File: src/rtl/div_iter_pkg.sv
// Shared definitions for the iterative MIPS divider: state encoding and operand width.
package div_iter_pkg;

   localparam int unsigned DIV_WIDTH = 32;

   typedef enum logic [1:0] {
      DIV_IDLE = 2'd0,
      DIV_BUSY = 2'd1,
      DIV_DONE = 2'd2
   } div_state_e;

endpackage : div_iter_pkg

File: src/rtl/div_iter.sv
// Radix-2 restoring divider for the EX stage: LO = quotient, HI = remainder,
// one quotient bit per cycle, with pipeline stall, annul and external-hold handling.
module div_iter
   import div_iter_pkg::*;
#(
   parameter int unsigned WIDTH = DIV_WIDTH
)
(
   input  logic               clk,
   input  logic               rst,
   input  logic               start_i,
   input  logic               signed_i,
   input  logic [WIDTH-1:0]   opdata1_i,
   input  logic [WIDTH-1:0]   opdata2_i,
   input  logic               annul_i,
   input  logic               stall_ext_i,
   output logic [2*WIDTH-1:0] result_o,
   output logic               ready_o,
   output logic               stall_o
);

   localparam int unsigned CNT_W = $clog2(WIDTH) + 1;

   div_state_e       state;
   logic [CNT_W-1:0] cnt;
   logic [WIDTH-1:0] rem;
   logic [WIDTH-1:0] dvd;
   logic [WIDTH-1:0] dvs;
   logic             is_signed;
   logic             sign_dvd;
   logic             sign_diff;

   logic [WIDTH:0]   rem_sh;
   logic [WIDTH-1:0] rem_nx;
   logic [WIDTH-1:0] quo_nx;
   logic [WIDTH-1:0] quo_fix;
   logic [WIDTH-1:0] rem_fix;
   logic             q_bit;

   function automatic logic [WIDTH-1:0] negate(input logic [WIDTH-1:0] x);
      return (~x) + WIDTH'(1);
   endfunction

   function automatic logic [WIDTH-1:0] abs_val(input logic [WIDTH-1:0] x, input logic en);
      return (en && x[WIDTH-1]) ? negate(x) : x;
   endfunction

   // One restoring step; the dividend register shifts out dividend bits and shifts in quotient bits.
   always_comb begin
      rem_sh  = {rem, dvd[WIDTH-1]};
      q_bit   = (rem_sh >= {1'b0, dvs});
      rem_nx  = q_bit ? WIDTH'(rem_sh - {1'b0, dvs}) : rem_sh[WIDTH-1:0];
      quo_nx  = {dvd[WIDTH-2:0], q_bit};
      quo_fix = (is_signed && sign_diff) ? negate(quo_nx) : quo_nx;
      rem_fix = (is_signed && sign_dvd)  ? negate(rem_nx) : rem_nx;
   end

   // Gated by reset so the hazard unit sees no stall while the divider is held in reset.
   assign stall_o = rst && !annul_i &&
                    (((state == DIV_IDLE) && start_i) || (state == DIV_BUSY));

   always_ff @(posedge clk or negedge rst) begin
      if (!rst) begin
         state     <= DIV_IDLE;
         cnt       <= '0;
         rem       <= '0;
         dvd       <= '0;
         dvs       <= '0;
         is_signed <= 1'b0;
         sign_dvd  <= 1'b0;
         sign_diff <= 1'b0;
         result_o  <= '0;
         ready_o   <= 1'b0;
      end else begin
         case (state)
            DIV_IDLE: begin
               if (start_i && !annul_i) begin
                  is_signed <= signed_i;
                  sign_dvd  <= opdata1_i[WIDTH-1];
                  sign_diff <= opdata1_i[WIDTH-1] ^ opdata2_i[WIDTH-1];
                  dvd       <= abs_val(opdata1_i, signed_i);
                  dvs       <= abs_val(opdata2_i, signed_i);
                  rem       <= '0;
                  cnt       <= '0;
                  if (opdata2_i == '0) begin
                     state    <= DIV_DONE;
                     ready_o  <= 1'b1;
                     result_o <= {opdata1_i, {WIDTH{1'b1}}};
                  end else begin
                     state <= DIV_BUSY;
                  end
               end
            end
            DIV_BUSY: begin
               if (annul_i) begin
                  state <= DIV_IDLE;
               end else begin
                  rem <= rem_nx;
                  dvd <= quo_nx;
                  cnt <= cnt + CNT_W'(1);
                  if (cnt == CNT_W'(WIDTH - 1)) begin
                     state    <= DIV_DONE;
                     ready_o  <= 1'b1;
                     result_o <= {rem_fix, quo_fix};
                  end
               end
            end
            DIV_DONE: begin
               if (annul_i || !stall_ext_i) begin
                  state   <= DIV_IDLE;
                  ready_o <= 1'b0;
               end
            end
            default: begin
               state   <= DIV_IDLE;
               ready_o <= 1'b0;
            end
         endcase
      end
   end

endmodule : div_iter

File: config.mk
export PLATFORM = sky130hd
export DESIGN_NAME = div_iter
export DESIGN_NICKNAME = d
export VERILOG_FILES = /design/src/rtl/div_iter_pkg.sv /design/src/rtl/div_iter.sv
export SDC_FILE = /design/constraint.sdc
export NUM_CORES = 1
export LEC_CHECK = 0
export BUFFER_PORTS_ARGS = -buffer_cell sky130_fd_sc_hd__buf_2
export CORE_ASPECT_RATIO = 2
export CORE_UTILIZATION = 55
export CTS_CLUSTER_SIZE = 14
export DETAILED_ROUTE_END_ITERATION = 8
export HOLD_SLACK_MARGIN = 0.08
export PLACE_DENSITY_LB_ADDON = 0.2
export SLEW_MARGIN = 20
export SYNTH_ARGS = -nofsm -noshare
export SYNTH_HDL_FRONTEND = slang
export SYNTH_SLANG_ARGS = --single-unit
File: constraint.sdc
create_clock -name clk -period 5.2 [get_ports clk]
set_input_delay 1.04 -clock clk [delete_from_list [all_inputs] [get_ports clk]]
set_output_delay 1.04 -clock clk [all_outputs]
set_load 0.01 [all_outputs]
==> results.json, run 1 <==
{
  "status": "finished clean",
  "place_hpwl_um": 27700,
  "cts.clk_slew.worst_paths_ns": 0.07,
  "rsz0062_at_grt": "false",
  "fp.dieH_um": 213,
  "grtUsageMet1_pct": 32.6,
  "rows": 77,
  "power.density_nw_per_um2": 530,
  "cp-start-kind": "flop",
  "vias": 11700,
  "floorplan.initialDensity_pct": 55.8,
  "antenna_found_initial": 0,
  "fin_crit_ns": 4.88,
  "synth_seq_cells": 172,
  "synth_top_area_share_pct": 35.1,
  "ys_seq_area_share_pct": 35.1,
  "vias_per_cell": 6.05,
  "max_freq_ghz": 0.205,
  "timing.critical_path.arrival_ns": 5.26,
  "cts_resized": 0,
  "ctsHoldBuffers": 0,
  "fin_util_pct": 62.8,
  "grt_overflow_total": 0,
  "p_total_uw": 7310,
  "die_area_sq_um": 22900,
  "cts.path.max_buffers": 2,
  "synth_cell_types": 78,
  "synthFlopType": "dfrtp_1",
  "maxSlewViolCount": 0,
  "grt_pass1_wl_um": 57400,
  "yosys_warnings": 0,
  "grt-busiest-layer": "met2",
  "first_pass_iters": 5,
  "stdcell_count": 1931,
  "tns_ns": 0,
  "tightest_slew_ns": 0.992,
  "port_buffers": 135,
  "synthesis.area_sq_um": 12300,
  "drive_gt1_share_pct": 13.5,
  "worstPathMaxFanout": 24,
  "period_share_pct": 93.9,
  "antenna_cells": 0,
  "maxCapViolCount": 0,
  "grt_max_degree": 121,
  "p_leak_uw": 0.00600,
  "cts_setup_buffers": 0,
  "synth-edff-count": 0,
  "finalSetupViolations": 0,
  "numCtsBuffers": 17,
  "cts_tree": "done",
  "fin_worst_skew_ns": 0.0124,
  "hold_violations": 0,
  "synth.area.top_cells": "dfrtp_1 (35%), a21oi_1 (7.3%), o21ai_0 (6.2%), nor2_1 (5.8%), xnor2_1 (5.4%)",
  "worstPathRequired_ns": 5.58,
  "syn_avg_cell_area_sq_um": 7.90,
  "clk_latency_ns": 0.46,
  "clock-sinks": 172,
  "die_x_um": 108,
  "hold_class": "reg2reg",
  "grt_util_met3_pct": 4.95,
  "place_congestion": 1.03,
  "clockRootBuffer": "clkbuf_16",
  "wl_um": 35800,
  "postRouteAntennaNets": 0,
  "drc": 0,
  "io_pins": 136,
  "final_common_cell": "nor2_1",
  "synthArstFlopShare_pct": 100,
  "dp_cells": 1899,
  "cp-end-kind": "flop",
  "drt_iter0_markers": 715,
  "final_nets": 1750,
  "peakVddDrop_mv": 0.258,
  "yosys.area.top_type": "dfrtp_1",
  "holdWs_ns": 0.482,
  "core_area_sq_um": 22000,
  "htree_levels": 4,
  "area_delta_synth_final_pct": 12.4,
  "use_met2_pct": 61.1,
  "worstSetupPathType": "reg2reg",
  "relSlewSlack_pct": 33.7,
  "synthCells": 1553,
  "post_drt_wl_per_cell_um": 18.6,
  "grt_usage_pct": 32.4,
  "grt_pass1_vias": 11500,
  "mostFrequentLayoutCells": "nor2_1 (187), a21oi_1 (178), dfrtp_1 (172)",
  "synth_fp_nets": 1661
}
==> final timing paths <==
kind | startpoint | endpoint | slack (ns) | cells after the start
min reg2reg | result_o[41] | result_o[41] | 0.48 | 2
min in group asynchronous | rst | dvd[16] | 0.56 | 1
max reg2reg | rem[15] | result_o[62] | 0.32 | 15
min | result_o[41] | result_o[41] | 0.48 | 2
max in group asynchronous | rst | dvs[21] | 3.49 | 2
max | rem[15] | result_o[62] | 0.32 | 15
==> metal layers <==
layer / up-vias / share of wire (%)
met5: - / 0
met3: 114 / 3.8
li1: 5716 / -
met4: 0 / 5.5
met2: 342 / 55
met1: 5510 / 36
==> state kept, by name, indices dropped and copies added (netlist names) <==
signal	count
is_signed	1
result_o	64
dvd	32
state	2
cnt	6
sign_diff	1
ready_o	1
dvs	32
rem	32
sign_dvd	1
==> cell type report <==
cell class	instances	area [sq um]
Clock buffer	17	425
Clock inverter	15	209
Fill cell	2046	8180
Inverter	64	240
Multi-Input combinational cell	1229	7390
Sequential cell	172	4300
Tap cell	276	345
Timing Repair Buffer	158	867
==> report_power, final <==
part           internal [uW]  total, uW  switching (uW)
Clock                    815       1410             598
Sequential              1610       1940             328
Combinational           1480       3960            2480
==> worst max-delay path: stages, from the launching register on <==
cell and delay [ns]:
dfrtp_1 0.44, ha_1 0.49, nand4_1 0.26, nor4_1 0.36
o21ai_0 0.28, a21boi_0 0.24, or3_2 0.27, buf_4 0.35
nand2_1 0.08, o21ai_0 0.15, ha_1 0.34, o211ai_1 0.29
nor3_1 0.60, nand4_2 0.18, mux2_4 0.34, a21oi_2 0.13
==> through the flow <==
step	setup slack, ns	area (sq um)
after detailed placement	0.485	13200
after CTS	0.472	13800
after global routing	0.126	13800
final	0.319	13800
after global placement	0.639	13200
after floorplan	0.603	12300
==> kinds of logic after synthesis <==
group | Yosys count | share of synthesized area (%)
XOR/XNOR | 136 | 9.71
buffers and inverters | 152 | 4.94
flip-flops | 172 | 35.1
adder cells (fa/ha/maj) | 38 | 3.94
multiplexers | 31 | 2.63
AO/OA/AOI/OAI | 479 | 23.0
AND/OR/NAND/NOR | 545 | 20.7
==> synth_stat cells (all sizes together) (15+ instances only) <==
cell type,instances
nor4,27
a31oi,43
or3,19
ha,37
xnor2,76
o31ai,17
and3,17
dfrtp,172
clkbuf,63
nand4,17
nand3,15
nor2,190
xor2,60
mux2i,24
nor3,44
a21oi,181
inv,64
nand2,164
o21ai,157
buf,25
Power figures use the tool's default switching activity.
==> run 2: changes to the inputs <==
- CTS_BUF_LIST: default -> sky130_fd_sc_hd__clkbuf_8
==> run 2 against run 1 <==
Combinational power is essentially flat. Critical path depth is the same. Highest routed layer unchanged. Critical endpoint unchanged. Non-clock buffer count is the same. Final area shrank 1.4%. Sequential share of layout area grew 0.43 points. Flip-flop and latch count is the same.
==> results.json, run 2 (synthesized netlist as in run 1, its figures left out) <==
{
  "crit_end": "result_o[62]",
  "hold_class": "reg2reg",
  "cts_tree": "done",
  "dp_slack_ns": 0.485,
  "max_freq_ghz": 0.207,
  "final_common_cell": "nor2_1",
  "peakVddDrop_mv": 0.248,
  "place_congestion": 1.03,
  "timing.critical_path.arrival_ns": 5.27,
  "tns_ns": 0,
  "area_delta_synth_final_pct": 10.9,
  "grt_max_degree": 121,
  "drc": 0,
  "mostFrequentLayoutCells": "nor2_1 (187), a21oi_1 (178), dfrtp_1 (172)",
  "fin_crit_ns": 4.84,
  "r2r-start": "rem[15]",
  "largest_register_ffs": 64,
  "drt_iter0_markers": 737,
  "status": "finished clean",
  "rows": 77,
  "worstPathMaxFanout": 24,
  "power.density_nw_per_um2": 513,
  "relSlewSlack_pct": 33.5,
  "top_register": "result_o",
  "maxSlewViolCount": 0,
  "finalSetupViolations": 0,
  "io_pins": 136,
  "final_nets": 1750,
  "fp.dieH_um": 213,
  "cts_setup_buffers": 0,
  "die_area_sq_um": 22900,
  "antenna_found_initial": 1,
  "p_leak_uw": 0.00591,
  "htree_levels": 4,
  "cts.clk_slew.worst_paths_ns": 0.09,
  "cp-start-kind": "flop",
  "fill_cells": 2065,
  "numCtsBuffers": 17,
  "postRouteAntennaNets": 0,
  "grt_usage_pct": 32.4,
  "grt_pass1_wl_um": 57300,
  "clock-sinks": 172,
  "rrSetupSlack_ns": 0.36,
  "post_drt_wl_per_cell_um": 18.5,
  "setup_ws_ns": 0.358,
  "vias": 11700,
  "p_total_uw": 6970,
  "period_share_pct": 93.1,
  "grt_overflow_total": 0,
  "worstSetupPathType": "reg2reg",
  "clockRootBuffer": "clkbuf_8",
  "postLayoutCellArea_sq_um": 13600,
  "wl_um": 35800,
  "ctsHoldBuffers": 0,
  "port_buffers": 135,
  "clk_latency_ns": 0.50,
  "cts.path.max_buffers": 2,
  "rsz0062_at_grt": "false",
  "dpl_cell_area_sq_um": 13200,
  "cp-end-kind": "flop",
  "grt_pass1_vias": 11400,
  "hold_violations": 0,
  "first_pass_iters": 6,
  "core_area_sq_um": 22000,
  "place_hpwl_um": 27700,
  "die_x_um": 108,
  "cts_resized": 0,
  "fin_worst_skew_ns": 0.0149,
  "startpoint": "rem[15]",
  "drive_gt1_share_pct": 13.5,
  "reg2reg_depth": 15,
  "worstPathRequired_ns": 5.63,
  "r2r_end": "result_o[62]",
  "tightest_slew_ns": 0.995,
  "vias_per_cell": 6.05,
  "fin_util_pct": 61.9,
  "floorplan.initialDensity_pct": 55.8,
  "maxCapViolCount": 0
}
## run 2: changes by cell type in the layout (fill, tap and decap cells not counted), sizes merged
cell / previous run / this run
diode: 0 / 1
## run 2: layout make-up
type                       count  area [sq um]  area share (%)
multi-input combinational   1229          7390            54.4
tap                          276           345            2.54
clock buffer                  17           234            1.72
antenna                        1          2.50          0.0184
inverter                      64           240            1.77
clock inverter                15           209            1.54
timing repair buffer         158           867            6.38
sequential                   172          4300            31.7
## run 2: worst min path at each step
stage / from / to / cells after the start
floorplan: rem[31] / rem[31] / 2
global placement: result_o[40] / result_o[40] / 2
detailed placement: result_o[41] / result_o[41] / 2
CTS: result_o[41] / result_o[41] / 2
global route: rst / dvd[15] / 1
finish: result_o[41] / result_o[41] / 2
## run 2: layer usage
| metal | share of wire (%) | wire length [um] | track usage, % | up-vias |
|---|---|---|---|---|
| met5 | 0 | 0 | 0 | - |
| met4 | 5.4 | 1920 | 20.2 | 0 |
| met3 | 4.0 | 1420 | 4.67 | 115 |
| met2 | 54 | 19400 | 60.5 | 356 |
| met1 | 37 | 13100 | 33.2 | 5509 |
| li1 | - | - | - | 5712 |
## run 2: worst max-delay path, cell delays in order, from the launching register on
cell and delay (ns):
dfrtp_1 0.45, ha_1 0.49, nand4_1 0.28, nor4_1 0.34, o21ai_0 0.27, a21boi_0 0.24, or3_2 0.27, buf_4 0.34
nand2_1 0.08, o21ai_0 0.16, ha_1 0.35, o211ai_1 0.28, nor3_1 0.59, nand4_2 0.18, mux2_4 0.34, a21oi_2 0.13
## run 2: power breakdown
part / internal (uW) / switching, uW / total (uW)
clock network: 533 / 552 / 1090
registers: 1610 / 327 / 1940
logic: 1480 / 2470 / 3950
## run 2: metrics by stage
step	hold WS, ns	cells
after global placement	0.460	1899
after floorplan	0.464	1553
after CTS	0.490	1931
final	0.488	1932
after detailed placement	0.469	1899
after global routing	0.514	1932
